### src/rtl/imem_loader_pkg.sv
// imem_loader_pkg: shared state encoding and frame field widths for the boot loader
package imem_loader_pkg;
    localparam int LEN_W  = 16;
    localparam int BYTE_W = 8;
    typedef enum logic [2:0] {LEN0, LEN1, DATA, CSUM, DONE, ERR} state_t;
endpackage

### src/rtl/imem_word_packer.sv
// imem_word_packer: gathers little-endian bytes into 32-bit words and flags the 4th byte
// Ports: clk, rst (async active-low), clr (drop partial word), push (byte accepted),
//        data (byte), word_valid (combinational, high while lane 3 is pushed), word (assembled word)
module imem_word_packer
    import imem_loader_pkg::*;
(
    input  logic                clk,
    input  logic                rst,
    input  logic                clr,
    input  logic                push,
    input  logic [BYTE_W-1:0]   data,
    output logic                word_valid,
    output logic [4*BYTE_W-1:0] word
);
    logic [1:0]            byte_cnt;
    logic [3*BYTE_W-1:0]   lanes;
    // Lanes shift down from the top so b0 ends up in the low byte after three pushes
    assign word_valid = push && byte_cnt == 2'd3;
    assign word       = {data, lanes};
    always_ff @(posedge clk or negedge rst)
        if (!rst) begin
            byte_cnt <= '0;
            lanes    <= '0;
        end else if (clr) begin
            byte_cnt <= '0;
            lanes    <= '0;
        end else if (push) begin
            byte_cnt <= byte_cnt + 2'd1;
            lanes    <= {data, lanes[3*BYTE_W-1:BYTE_W]};
        end
endmodule

### src/rtl/imem_loader.sv
// imem_loader: framed byte-stream boot loader writing instruction memory and gating core reset
// Ports: clk, rst (async active-low), start (restart from DONE/ERR), in_valid/in_data/in_ready
//        (byte stream), imem_we/imem_addr/imem_wdata (imem write port), cpu_hold (core reset),
//        done (image verified), error (bad length or checksum)
module imem_loader
    import imem_loader_pkg::*;
#(
    parameter logic [31:0] BASE_ADDR = 32'h0000_0000,
    parameter int          MAX_WORDS = 1024
) (
    input  logic              clk,
    input  logic              rst,
    input  logic              start,
    input  logic              in_valid,
    input  logic [BYTE_W-1:0] in_data,
    output logic              in_ready,
    output logic              imem_we,
    output logic [31:0]       imem_addr,
    output logic [31:0]       imem_wdata,
    output logic              cpu_hold,
    output logic              done,
    output logic              error
);
    state_t             state;
    logic [LEN_W-1:0]   len;
    logic [LEN_W-1:0]   word_idx;
    logic [BYTE_W-1:0]  csum;
    logic               acc;
    logic               word_valid;
    logic [31:0]        word;
    logic [LEN_W-1:0]   n;
    assign in_ready = state != DONE && state != ERR;
    assign acc      = in_valid && in_ready;
    assign n        = {in_data, len[BYTE_W-1:0]};
    imem_word_packer u_packer (
        .clk        (clk),
        .rst        (rst),
        .clr        (start && !in_ready),
        .push       (acc && state == DATA),
        .data       (in_data),
        .word_valid (word_valid),
        .word       (word)
    );
    always_ff @(posedge clk or negedge rst)
        if (!rst) begin
            state      <= LEN0;
            len        <= '0;
            word_idx   <= '0;
            csum       <= '0;
            imem_we    <= 1'b0;
            imem_addr  <= '0;
            imem_wdata <= '0;
            cpu_hold   <= 1'b1;
            done       <= 1'b0;
            error      <= 1'b0;
        end else begin
            imem_we <= 1'b0;
            case (state)
                LEN0: if (acc) begin
                    len[BYTE_W-1:0] <= in_data;
                    state           <= LEN1;
                end
                LEN1: if (acc) begin
                    len[LEN_W-1:BYTE_W] <= in_data;
                    if (n == '0 || 32'(n) > MAX_WORDS) begin
                        state <= ERR;
                        error <= 1'b1;
                    end else
                        state <= DATA;
                end
                DATA: if (acc) begin
                    csum <= csum ^ in_data;
                    if (word_valid) begin
                        imem_we    <= 1'b1;
                        imem_addr  <= BASE_ADDR + {14'd0, word_idx, 2'b00};
                        imem_wdata <= word;
                        word_idx   <= word_idx + 16'd1;
                        if (word_idx + 16'd1 == len)
                            state <= CSUM;
                    end
                end
                CSUM: if (acc) begin
                    if (in_data == csum) begin
                        state    <= DONE;
                        done     <= 1'b1;
                        cpu_hold <= 1'b0;
                    end else begin
                        state <= ERR;
                        error <= 1'b1;
                    end
                end
                DONE, ERR: if (start) begin
                    state    <= LEN0;
                    len      <= '0;
                    word_idx <= '0;
                    csum     <= '0;
                    cpu_hold <= 1'b1;
                    done     <= 1'b0;
                    error    <= 1'b0;
                end
                default: state <= LEN0;
            endcase
        end
endmodule

### config.mk
export PLATFORM = sky130hd
export DESIGN_NAME = imem_loader
export DESIGN_NICKNAME = d
export VERILOG_FILES = /design/src/rtl/imem_loader_pkg.sv /design/src/rtl/imem_word_packer.sv /design/src/rtl/imem_loader.sv
export SDC_FILE = /design/constraint.sdc
export NUM_CORES = 1
export LEC_CHECK = 0
export ABC_AREA = 0
export CAP_MARGIN = 25
export CELL_PAD_IN_SITES_DETAIL_PLACEMENT = 0
export CELL_PAD_IN_SITES_GLOBAL_PLACEMENT = 2
export CORE_MARGIN = 1
export CORE_UTILIZATION = 31
export DETAILED_ROUTE_END_ITERATION = 8
export PLACE_DENSITY = 0.78
export SYNTH_ARGS = -nofsm -noshare
export SYNTH_HDL_FRONTEND = slang
export SYNTH_HIERARCHICAL = 1
export SYNTH_SLANG_ARGS = --single-unit
### constraint.sdc
create_clock -name clk -period 2 [get_ports clk]
set_input_delay 0.2 -clock clk [delete_from_list [all_inputs] [get_ports clk]]
set_output_delay 0.2 -clock clk [all_outputs]
set_load 0.01 [all_outputs]
### After elaboration in Yosys (flattened, before gate mapping)

Cells that the tools add are included.

* add/subtract/negate cells: 2
* order comparisons: 1
* equal/unequal tests: 20
* muxes and demuxes: 40
* bitwise logic cells: 1
* reductions and logical operators: 24

Operators by type and width (number)
* $mux 16: 3
* $mux 24: 2
* $pmux 8 s2: 3
* $pmux 16 s2: 1
* $mux 3: 8
* $mux 8: 3
* $add 16x1->16 const B: 1
* $eq 16x16->1: 1
* $gt 16x11->1 const B: 1
* $logic_not 16->1: 1
* $ne 2x2->1 const B: 8
* $pmux 3 s5: 1
* $mux 1: 14
* $reduce_and 3->1: 4
* $reduce_bool 2->1: 5
* $eq 8x8->1: 1
* $reduce_and 4->1: 2
* $xor 8x8->8: 1
* $reduce_and 7->1: 1
* $eq 3x2->1 const B: 2
* $eq 3x3->1 const B: 2
* $ne 3x3->1 const B: 2
* $reduce_and 6->1: 1
* $logic_and 1x1->1: 5
* other kinds (12): 15

* register bits: 121
* input bits: 12
* logic and storage cells: 101

### Longest topological paths before layout

Gate-level depths: netlist of run 1.

* depth in word-level cells: 8
* depth in mapped cells: 13
* depth with buffers taken out: 10

### Modules after synthesis

The synthesis of run 1 kept the hierarchy.

Modules (own cells, without submodules)
* imem_loader: times used 1, cells an instance 520, area each 4683.2 sq um, seq. area each 2378.5 sq um
* imem_word_packer: times used 1, cells an instance 94, area each 1153.6 sq um, seq. area each 650.6 sq um

### Worst setup path before layout of run 1

No wires, ideal clock.

* path kind: register -> register
* from: register state[2]
* to: register state[0]
* setup time: 0.066 ns
* data arrival time: 2.076 ns
* path slack: -0.141 ns
* cell stages (with the launch flop): 12
* cells stage by stage: dfrtp_1 -> nor2b_2 -> nand3_2 -> inv_2 -> buf_6 -> buf_12 -> and2_1 -> nand3_1 -> nor3_1 -> nand4_1 -> nor4_1 -> a31o_1

* word-level cells in the longest chain between the ends: 7
* elaborated cells between the ends (all ways): 22
* those cells by class: 14 x eq/ne; 1 x mux; 7 x reduce/logical

Ends and longest elaborated chain
* start, declared: RTL line imem_loader.sv:24 `state_t state;`
* start signal, assigned: RTL line imem_loader.sv:46 `state <= LEN0;`
* start signal, assigned: RTL line imem_loader.sv:61 `state <= LEN1;`
* start signal, assigned: RTL line imem_loader.sv:66 `state <= ERR;`
* $ne 3x3->1: RTL line imem_loader.sv:32 `assign in_ready = state != DONE && state != ERR;`
* $logic_and 1x1->1: RTL line imem_loader.sv:32
* $logic_and 1x1->1: RTL line imem_loader.sv:33 `assign acc = in_valid && in_ready;`
* $logic_and 1x1->1 (*): RTL line imem_loader.sv:39 `.push (acc && state == DATA),`
* $logic_and 1x1->1 (*): RTL line imem_word_packer.sv:18 `assign word_valid = push && byte_cnt == 2'd3;`
* named net word_valid: RTL line imem_loader.sv:29 `logic word_valid;`
* $ne 2x1->1 (no line) (*)
* $reduce_and 7->1 (no line) (*)

The timed path passes the listed nets; every way through them passes the cells marked *.
A chain may end at the register's enable or synchronous reset.

### Worst setup path after layout of run 1

* from: register len[6]
* to: register state[0]

* word-level cells in the longest chain between the ends: 5
* elaborated cells between the ends (all ways): 9
* those cells by class: 1 x order compare; 2 x eq/ne; 3 x mux; 3 x reduce/logical

Ends and longest elaborated chain
* start, declared: RTL line imem_loader.sv:25 `logic [LEN_W-1:0] len;`
* start signal, assigned by index: RTL line imem_loader.sv:60 `len[BYTE_W-1:0] <= in_data;`
* start signal, assigned by index: RTL line imem_loader.sv:64 `len[LEN_W-1:BYTE_W] <= in_data;`
* $gt 16x11->1 / $logic_not 16->1 (equally long branches): RTL line imem_loader.sv:65 `if (n == '0 || 32'(n) > MAX_WORDS) begin`
* $logic_or 1x1->1: RTL line imem_loader.sv:65
* $mux 3: RTL line imem_loader.sv:65
* $mux 3: RTL line imem_loader.sv:63 `LEN1: if (acc) begin`
* $pmux 3 s5: RTL line imem_loader.sv:58 `case (state)`
* end signal, assigned: RTL line imem_loader.sv:61
* end signal, assigned: RTL line imem_loader.sv:66
* end signal, assigned: RTL line imem_loader.sv:69 `state <= DATA;`

Parallel ways exist; a longest one is shown, timed or not. The select of a mux whose other input is x is not followed.

==> results of run 1 <==
==> layout by cell type (no fill, tap or decap), drive strengths merged, types with 4 or more instances in the layout <==
cell type | synthesis | final
nand2 | 189 | 189
dfrtp | 120 | 120
buf | 43 | 83
clkdlybuf4s50 | 0 | 62
nor2 | 43 | 43
o21ai | 40 | 40
mux2i | 26 | 26
xnor2 | 18 | 18
a22o | 17 | 17
clkbuf | 13 | 17
conb | 1 | 16
xor2 | 14 | 14
nand3 | 11 | 11
inv | 9 | 10
o31ai | 8 | 8
nand4 | 8 | 8
nor4 | 8 | 8
a21oi | 7 | 7
bufinv | 0 | 5
nor3 | 5 | 5
clkinv | 0 | 5
clkinvlp | 0 | 4
==> layout make-up <==
class                           count  area [µm²]  area share
Clock buffer                       17         425      0.0543
Clock inverter                     15         225      0.0288
Inverter                            9        38.8     0.00495
Multi-Input combinational cell    443        2500       0.320
Sequential cell                   121        3030       0.387
Tap cell                          229         287      0.0366
Timing Repair Buffer              147        1320       0.169
==> through the flow <==
| stage | setup WS (ps) | instance area [µm²] | setup TNS, ps |
|---|---|---|---|
| finish | 70.8 | 7830 | 0 |
| global route | -47.1 | 7830 | -47.1 |
| detailed placement | -435 | 7090 | -8190 |
| global placement | -319 | 7090 | -7430 |
| floorplan | 12.7 | 5920 | 0 |
| CTS | 17.2 | 7780 | 0 |
==> repair_timing <==
item / CTS / global route
hold buffers: 1 / 0
resized for setup: 8 / 8
pin swaps: 5 / 6
hold endpoints to repair: 31 / 0
endpoints found under the setup margin: 12 / 3
buffers inserted: 0 / 2
==> kinds of logic (layout without fill, tap and decap cells) <==
logic type	count (synthesis)	in the layout
other	1	16
multiplexers	28	28
flip-flops	121	121
AO/OA/AOI/OAI	86	86
adder cells (fa/ha/maj)	2	2
buffers and inverters	65	188
AND/OR/NAND/NOR	279	279
XOR/XNOR	32	32
==> worst paths after layout <==
check / start / to / cells after the start
setup / recovery: len[6] / state[0] / 7
hold / removal: rst / imem_addr[11] / 2
setup reg to reg: len[6] / state[0] / 7
hold reg to reg: imem_addr[10] / imem_addr[10] / 2
max in group asynchronous: rst / cpu_hold / 3
min in group clk: in_data[1] / imem_wdata[25] / 3
==> routing by layer <==
metal | part of all wire | GRT usage | vias to the layer above
li1 | - | - | 2264
met1 | 0.47 | 0.218 | 2298
met2 | 0.48 | 0.269 | 108
met3 | 0.042 | 0.0406 | 18
met4 | 0.014 | 0.0632 | 0
met5 | 0 | 0 | -
==> sequential cells by signal (all words and copies together), names as in the netlist <==
signal             cells
imem_addr             16
csum                   8
done                   1
error                  1
imem_wdata            32
word_idx              16
u_packer/lanes        24
u_packer/byte_cnt      2
state                  3
cpu_hold               1
imem_we                1
len                   16
==> power by group <==
| group | total, mW | switching (mW) | internal [mW] |
|---|---|---|---|
| registers | 2.78 | 0.161 | 2.62 |
| clock network | 3.38 | 1.16 | 2.21 |
| logic | 1.25 | 0.678 | 0.567 |
==> summary.txt, run 1 <==
Die
  – IO Pins: 81
  – Row Count: 49
  – Initial core utilization: 0.321
  – Die span in y: 139 µm
  – Area of the core: 18200 µm²
  – Area of the die: 19400 µm²
  – Die width: 139 µm

Synthesis
  – Mapped cell area: 5840 µm²
  – Top FF cell, synth: dfrtp_1
  – Avg Cell Area, Syn: 9.51 µm²
  – Post-Synth Simple-Gate Area: 0.209
  – Most frequent cell after synthesis: nand2_1
  – Most frequent cells after synthesis: nand2_1, dfrtp_1, nor2_1, o21ai_0, mux2i_1
  – Top cell type by total area after synthesis: dfrtp_1
  – Post-Synth Adder-Cell Area: 0.00429
  – Seq cells post-synth: 121
  – Largest family of logic cells by synthesized area: simple AND/OR/NAND/NOR gates
  – Mux cell area share after synthesis: 0.0484
  – Post-synthesis sequential area ratio: 0.519
  – Ys Warns: 6
  – Syn Inst Count: 614
  – EDFF count, synth: 0
  – Synth Area in Compound Gates: 0.0952
  – Synth top area cells: dfrtp_1, nand2_1, mux2i_1
  – XOR/XNOR share of the synthesized area: 0.0480
  – Post-synth ARST share: 1.00
  – Top-area cell type share of the netlist area: 0.514
  – Count of cell types in the netlist: 55

Placed design
  – I/O Buffers: 64
  – Final HPWL from detailed placement: 10.9 mm
  – Cells after DPL: 947
  – GPL Wtd Cong: 0.850

Global routing
  – Total GRT Usage: 0.167
  – Number of global-route vias before repair: 4736
  – Initial antenna violation count: 0
  – Global-route wire length before repair: 25.2 mm
  – Global route overflow: 0
  – Largest net degree at the start of global routing: 46

Setup path
  – WP buf/inv: 1
  – Slowest cell on the critical path: dfrtp_1
  – CP Max Fanout: 4
  – Delay-heaviest family, CP: simple AND/OR/NAND/NOR gates
  – WP data required: 2300 ps
  – Crit path largest cell delay: 430 ps
  – Crit end category: register
  – Worst EP arrival: 2230 ps
  – CP Class: reg2reg
  – CP cell instances: nor4_2 > nand3_1 > xnor2_1 > nor4_1 > buf_4 > o21ai_0 > a31o_1
  – R2r setup slk: 70 ps
  – Crit path launch type: register

Final layout
  – Area grow syn2layout: 34.2%
  – Fin cells: 981
  – Utilization after layout: 0.430
  – ANT cells: 0
  – Share of layout cells above drive strength 1: 0.190
  – Fillers: 1778
  – Nets: 753

Run
  – Max Cap Viol: 0

Timing
  – Final period util: 0.965
  – Fin crit period: 1930 ps
  – Final Max Tran Viols: 0
  – Clock skew: 10.9 ps
  – Hold Vio Cnt, Final: 0
  – Worst hold slack: 284 ps
  – Worst-Margin Slew: 552 ps
  – Slew HR: 0.632
  – Max Freq: 518 MHz
  – Final setup fails: 0
  – RSZ-0062 raised after global routing: true

Power
  – Total power: 7.40 mW
  – Pleak: 3.77 nW
  – PD cells: 945 nW/µm²
  – Worst IR Drop VDD: 592 µV

Detailed routing
  – Via density: 4.78
  – Drt pass-1 iters: 7
  – WL per Instance: 15.4 µm
  – Detailed-route via count: 4688
  – DRC Markers: 6
  – Initial DRC Count: 250
  – DRT Wirelength: 15.2 mm
  – Routed Antenna Nets: 0

Min path
  – HP Class: in2async

Outcome
  – Violated checks: DRC
  – Status: finished, violations left

CTS
  – Num CTS Buffers: 17
  – Clock-pin slew on the worst setup and hold paths: 50 ps
  – Clock Latency Late Sink: 420 ps
  – H-tree depth: 4
  – Max Buffers Root-to-Sink: 2
  – Root Buffer: clkbuf_16
  – CTS tree: done
  – CTS sink count: 121
Note: power is estimated with default switching activity, not from simulation.
==> run 2, diff against run 1 <==
--- a/config.mk
+++ b/config.mk
@@ -13,6 +13,7 @@
 export CORE_UTILIZATION = 31
 export DETAILED_ROUTE_END_ITERATION = 8
 export PLACE_DENSITY = 0.78
+export SKIP_CTS_REPAIR_TIMING = 1
 export SYNTH_ARGS = -nofsm -noshare
 export SYNTH_HDL_FRONTEND = slang
 export SYNTH_HIERARCHICAL = 1
==> constraint.sdc (replaced) <==
create_clock -name clk -period 1.6 [get_ports clk]
set_input_delay 0.16 -clock clk [delete_from_list [all_inputs] [get_ports clk]]
set_output_delay 0.16 -clock clk [all_outputs]
set_load 0.01 [all_outputs]
==> run 2 against run 1 <==
  * The run ends with DRC, setup timing left
  * Global-route usage is 0.15 points higher
  * Cell count increased by 5.6%
  * Die area is the same
  * Register-to-register slack got worse by 430 ps
  * Design area grew 13%
  * Clock skew down 4.1 ps
  * Critical path depth grew 2
  * Power is 24% higher
  * Critical path type unchanged
  * Largest power group unchanged
==> summary.txt, run 2 (same netlist as run 1, synthesis figures left out) <==
Placed design
  – Area of placed instances: 7310 µm²
  – Cells after DPL: 973
  – Final HPWL from detailed placement: 11.0 mm
  – GPL Wtd Cong: 0.810
  – I/O Buffers: 64

Final layout
  – Top reg by flops: imem_wdata
  – Utilization after layout: 0.485
  – Fin cells: 1036
  – Post-route cell area: 8840 µm²
  – Nets: 808
  – Area grow syn2layout: 51.4%
  – Most frequent cells in the layout: nand2_1, dfrtp_1, buf_4
  – Most common cell after layout, fill and taps aside: nand2_1
  – Leading registers by flop count: imem_wdata: 32 flops, u_packer/lanes: 24 flops
  – Largest register FFs: 32
  – ANT cells: 0
  – Share of layout cells above drive strength 1: 0.348

Timing
  – Final setup fails: 52
  – Final Max Tran Viols: 0
  – Max Freq: 511 MHz
  – Fin crit period: 1960 ps
  – Final period util: 1.22
  – Setup WS post-layout: -358 ps
  – Clock skew: 6.77 ps
  – RSZ-0062 raised after global routing: true
  – Hold Vio Cnt, Final: 0
  – Setup tns final: -5040 ps

Detailed routing
  – Via density: 4.76
  – DRT Wirelength: 17.3 mm
  – WL per Instance: 16.7 µm
  – DRC Markers: 3
  – Detailed-route via count: 4933
  – Drt pass-1 iters: 8
  – Initial DRC Count: 261
  – Routed Antenna Nets: 0

Setup path
  – Crit end category: register
  – CP Max Fanout: 3
  – CP Class: reg2reg
  – Critical path origin: word_idx[1]
  – Crit path launch type: register
  – Reg-to-reg startpoint: word_idx[1]
  – Worst EP arrival: 2320 ps
  – WP data required: 1960 ps
  – R2r setup slk: -360 ps

Die
  – Die width: 139 µm
  – Initial core utilization: 0.321
  – Row Count: 49
  – Area of the die: 19400 µm²
  – Die span in y: 139 µm
  – Area of the core: 18200 µm²
  – IO Pins: 81

Power
  – Pleak: 4.19 nW
  – Worst IR Drop VDD: 846 µV
  – PD cells: 1040 nW/µm²

CTS
  – H-tree depth: 4
  – CTS sink count: 121
  – Clock-pin slew on the worst setup and hold paths: 60 ps
  – CTS tree: done
  – Root Buffer: clkbuf_16
  – Num CTS Buffers: 17
  – Clock Latency Late Sink: 420 ps
  – Max Buffers Root-to-Sink: 2

Global routing
  – Number of global-route vias before repair: 4890
  – Largest net degree at the start of global routing: 47
  – Initial antenna violation count: 0
  – Global-route wire length before repair: 25.7 mm
  – Global route overflow: 0
  – Total GRT Usage: 0.169

Outcome
  – Status: finished, violations left
  – Violated checks: DRC, setup timing

Run
  – Max Cap Viol: 0

Min path
  – HP Class: in2async
==> run 2: cell count changes in the layout (fill, tap and decap cells not counted), sizes merged <==
cell / previous run / this run
buf: 83 / 131
bufinv: 5 / 1
clkbuf: 17 / 26
clkdlybuf4s50: 62 / 61
clkinv: 5 / 8
clkinvlp: 4 / 2
inv: 10 / 12
==> run 2: layout make-up <==
class | instances | area (µm²)
fill | 1674 | 9370
multi-input combinational | 443 | 2860
timing repair buffer | 202 | 2030
clock buffer | 18 | 439
clock inverter | 14 | 140
inverter | 9 | 51.3
sequential | 121 | 3030
tap | 229 | 287
==> run 2: worst paths after layout <==
path                            cells past startpoint             end
worst max-delay path                                9        state[0]
worst min-delay path                                2    imem_addr[4]
worst max register to register                      9        state[0]
worst min register to register                      2   imem_addr[16]
max in group asynchronous                           3     word_idx[7]
min in group clk                                    3  imem_wdata[27]
==> run 2: where the power goes <==
| part | internal [mW] | switching, mW | total (mW) |
|---|---|---|---|
| logic | 0.934 | 0.977 | 1.91 |
| registers | 3.27 | 0.203 | 3.48 |
| clock network | 2.21 | 1.55 | 3.77 |
==> run 2: routing by layer <==
layer  wire length, µm  GRT usage  share of wire
met1              7860      0.221           0.45
met2              8670      0.277           0.50
met3               607     0.0354          0.035
met4               150     0.0591         0.0087
met5                 0          0              0
==> run 2: metrics by stage <==
step                setup slack (ps)  hold WS (ps)  power, mW
floorplan                       -320          -136       4.46
global placement                -487          74.8       5.21
detailed placement              -494          74.3       5.23
CTS                             -495          -375       9.05
global route                    -477           190       9.56
finish                          -358           170       9.15
==> run 2: worst max-delay path, stage by stage (launching register included) <==
cell	delay, ps
dfrtp_1	380
ha_2	200
buf_4	140
and4_2	240
nand2_1	100
xnor2_1	120
o211ai_1	130
nor4_1	310
buf_4	160
a31o_1	120
==> run 3, diff against run 2 <==
--- a/config.mk
+++ b/config.mk
@@ -12,8 +12,10 @@
 export CORE_MARGIN = 1
 export CORE_UTILIZATION = 31
 export DETAILED_ROUTE_END_ITERATION = 8
+export MAX_ROUTING_LAYER = met4
 export PLACE_DENSITY = 0.78
 export SKIP_CTS_REPAIR_TIMING = 1
+export SLEW_MARGIN = 20
 export SYNTH_ARGS = -nofsm -noshare
 export SYNTH_HDL_FRONTEND = slang
 export SYNTH_HIERARCHICAL = 1
==> run 3 against run 2 <==
  * Register-to-register slack barely moved
  * Critical path type unchanged
  * The flow still finishes with violations (DRC, setup timing)
  * Clock skew rose by 1.2 ps
  * Cell count rose by 0.39%
  * Combinational power rose by 2%
  * Die area did not move
  * Worst setup slack improved by 4.2 ps
  * First-iteration DRC count rose by 22%
  * Power rose by 0.37%
  * Global-route usage rose by 0.56 points
  * Via count did not move
  * Critical endpoint unchanged
  * Non-clock buffer count rose by 4
==> summary.txt, run 3 (same netlist as run 1, synthesis figures left out) <==
Timing
  – Fin crit period: 1950 ps
  – Max Freq: 512 MHz
  – Hold Vio Cnt, Final: 0
  – Final Max Tran Viols: 0
  – RSZ-0062 raised after global routing: true
  – Final period util: 1.22
  – Setup WS post-layout: -354 ps
  – Clock skew: 7.94 ps
  – Final setup fails: 51

CTS
  – CTS tree: done
  – Max Buffers Root-to-Sink: 2
  – Clock-pin slew on the worst setup and hold paths: 60 ps
  – H-tree depth: 4
  – Root Buffer: clkbuf_16
  – Clock Latency Late Sink: 420 ps
  – CTS sink count: 121
  – Num CTS Buffers: 17

Placed design
  – Cells after DPL: 973
  – GPL Wtd Cong: 0.821
  – Final HPWL from detailed placement: 11.0 mm
  – I/O Buffers: 64

Power
  – Worst IR Drop VDD: 830 µV
  – Total power: 9.19 mW
  – Pleak: 4.19 nW
  – PD cells: 1050 nW/µm²

Final layout
  – Fin cells: 1040
  – Top reg by flops: imem_wdata
  – Most common cell after layout, fill and taps aside: nand2_1
  – Area grow syn2layout: 49.9%
  – Largest register FFs: 32
  – Nets: 812
  – Share of layout cells above drive strength 1: 0.318
  – Fillers: 1689
  – Leading registers by flop count: imem_wdata: 32 flops, u_packer/lanes: 24 flops
  – Most frequent cells in the layout: nand2_1, dfrtp_1, buf_4
  – ANT cells: 0
  – Utilization after layout: 0.481

Setup path
  – Critical path origin: word_idx[1]
  – CP Class: reg2reg
  – CP cell instances: ha_2 > buf_4 > and4_2 > nand2_1 > xnor2_1 > o211ai_1 > nor4_1 > buf_4 > a31o_1
  – WP data required: 1950 ps
  – CP Max Fanout: 3
  – Crit path launch type: register
  – Crit end category: register
  – Worst EP arrival: 2310 ps
  – Reg-to-reg startpoint: word_idx[1]
  – Crit path largest cell delay: 380 ps
  – CP dominant cell by count: buf_4
  – Slowest cell on the critical path: dfrtp_1

Detailed routing
  – DRC Markers: 3
  – Detailed-route via count: 4933
  – Drt pass-1 iters: 8
  – Via density: 4.74
  – Initial DRC Count: 318
  – Routed Antenna Nets: 0
  – WL per Instance: 16.6 µm
  – DRT Wirelength: 17.2 mm

Min path
  – HP Class: in2async

Global routing
  – Number of global-route vias before repair: 4877
  – Busiest grt layer: met2
  – Met2 Use GR: 0.276
  – Met1 usage: 0.222
  – Initial antenna violation count: 0
  – GRT met3 Usage: 0.0368
  – Global-route wire length before repair: 25.7 mm
  – Total GRT Usage: 0.174
  – Global route overflow: 0
  – Largest net degree at the start of global routing: 47

Die
  – Die span in y: 139 µm
  – IO Pins: 81
  – Initial core utilization: 0.321
  – Area of the core: 18200 µm²
  – Die width: 139 µm
  – Row Count: 49
  – Area of the die: 19400 µm²

Outcome
  – Violated checks: DRC, setup timing
  – Status: finished, violations left

Run
  – Max Cap Viol: 0
[run 3: cell types whose count changed in the layout (fill, tap and decap cells not counted), moves of 3 or more]
cell	previous run	this run
buf_4	100	104
nand2_4	14	0
nor2_2	6	2
nand2_2	36	28
o21ai_2	11	7
o21ai_1	9	12
nor2_1	36	39
nand2_1	138	160
[run 3: path summary, 6_finish.rpt]
kind,end,slack (ps),cells after the start
worst min register to register,imem_addr[16],470,2
max in group asynchronous,word_idx[7],810,3
min in group clk,imem_wdata[27],410,3
worst max-delay path,state[0],-350,9
worst min-delay path,imem_addr[4],170,2
worst max register to register,state[0],-350,9
[run 3: per-stage QoR]
step,instance area [µm²],setup slack [ps],hold slack [ps],setup TNS (ps)
2_1_floorplan,6030,-320,-136,-13960
4_1_cts,7890,-495,-375,-10230
5_1_grt,8750,-477,188,-9160
6_report,8750,-354,174,-4970
3_5_place_dp,7310,-494,74.3,-36760
3_3_place_gp,7310,-487,74.8,-32990
[run 3: final cells by class]
cell class	instances	area, µm²	share of cell area
Clock inverter	14	140	0.0160
Sequential cell	121	3030	0.346
Tap cell	229	287	0.0327
Inverter	9	51.3	0.00586
Clock buffer	18	439	0.0502
Multi-Input combinational cell	443	2740	0.313
Timing Repair Buffer	206	2070	0.236
[run 3: critical path: cells and delay by family (launching register included)]
kind | cells | cell delay [ps]
buffers and inverters | 2 | 300
flip-flops | 1 | 380
XOR/XNOR | 1 | 120
AND/OR/NAND/NOR | 3 | 650
adder cells (fa/ha/maj) | 1 | 200
AO/OA/AOI/OAI | 2 | 250
[run 3: metal layers]
metal  share of wire  routed length [µm]  up-vias
li1                -                   -     2392
met4           0.012                 208        0
met1            0.46                7980     2435
met5               0                   0        -
met2            0.50                8540       93
met3           0.030                 523       13
[run 3: where the power goes]
group,internal (mW),switching (mW)
combinational,0.967,0.982
clock,2.21,1.55
sequential,3.27,0.204
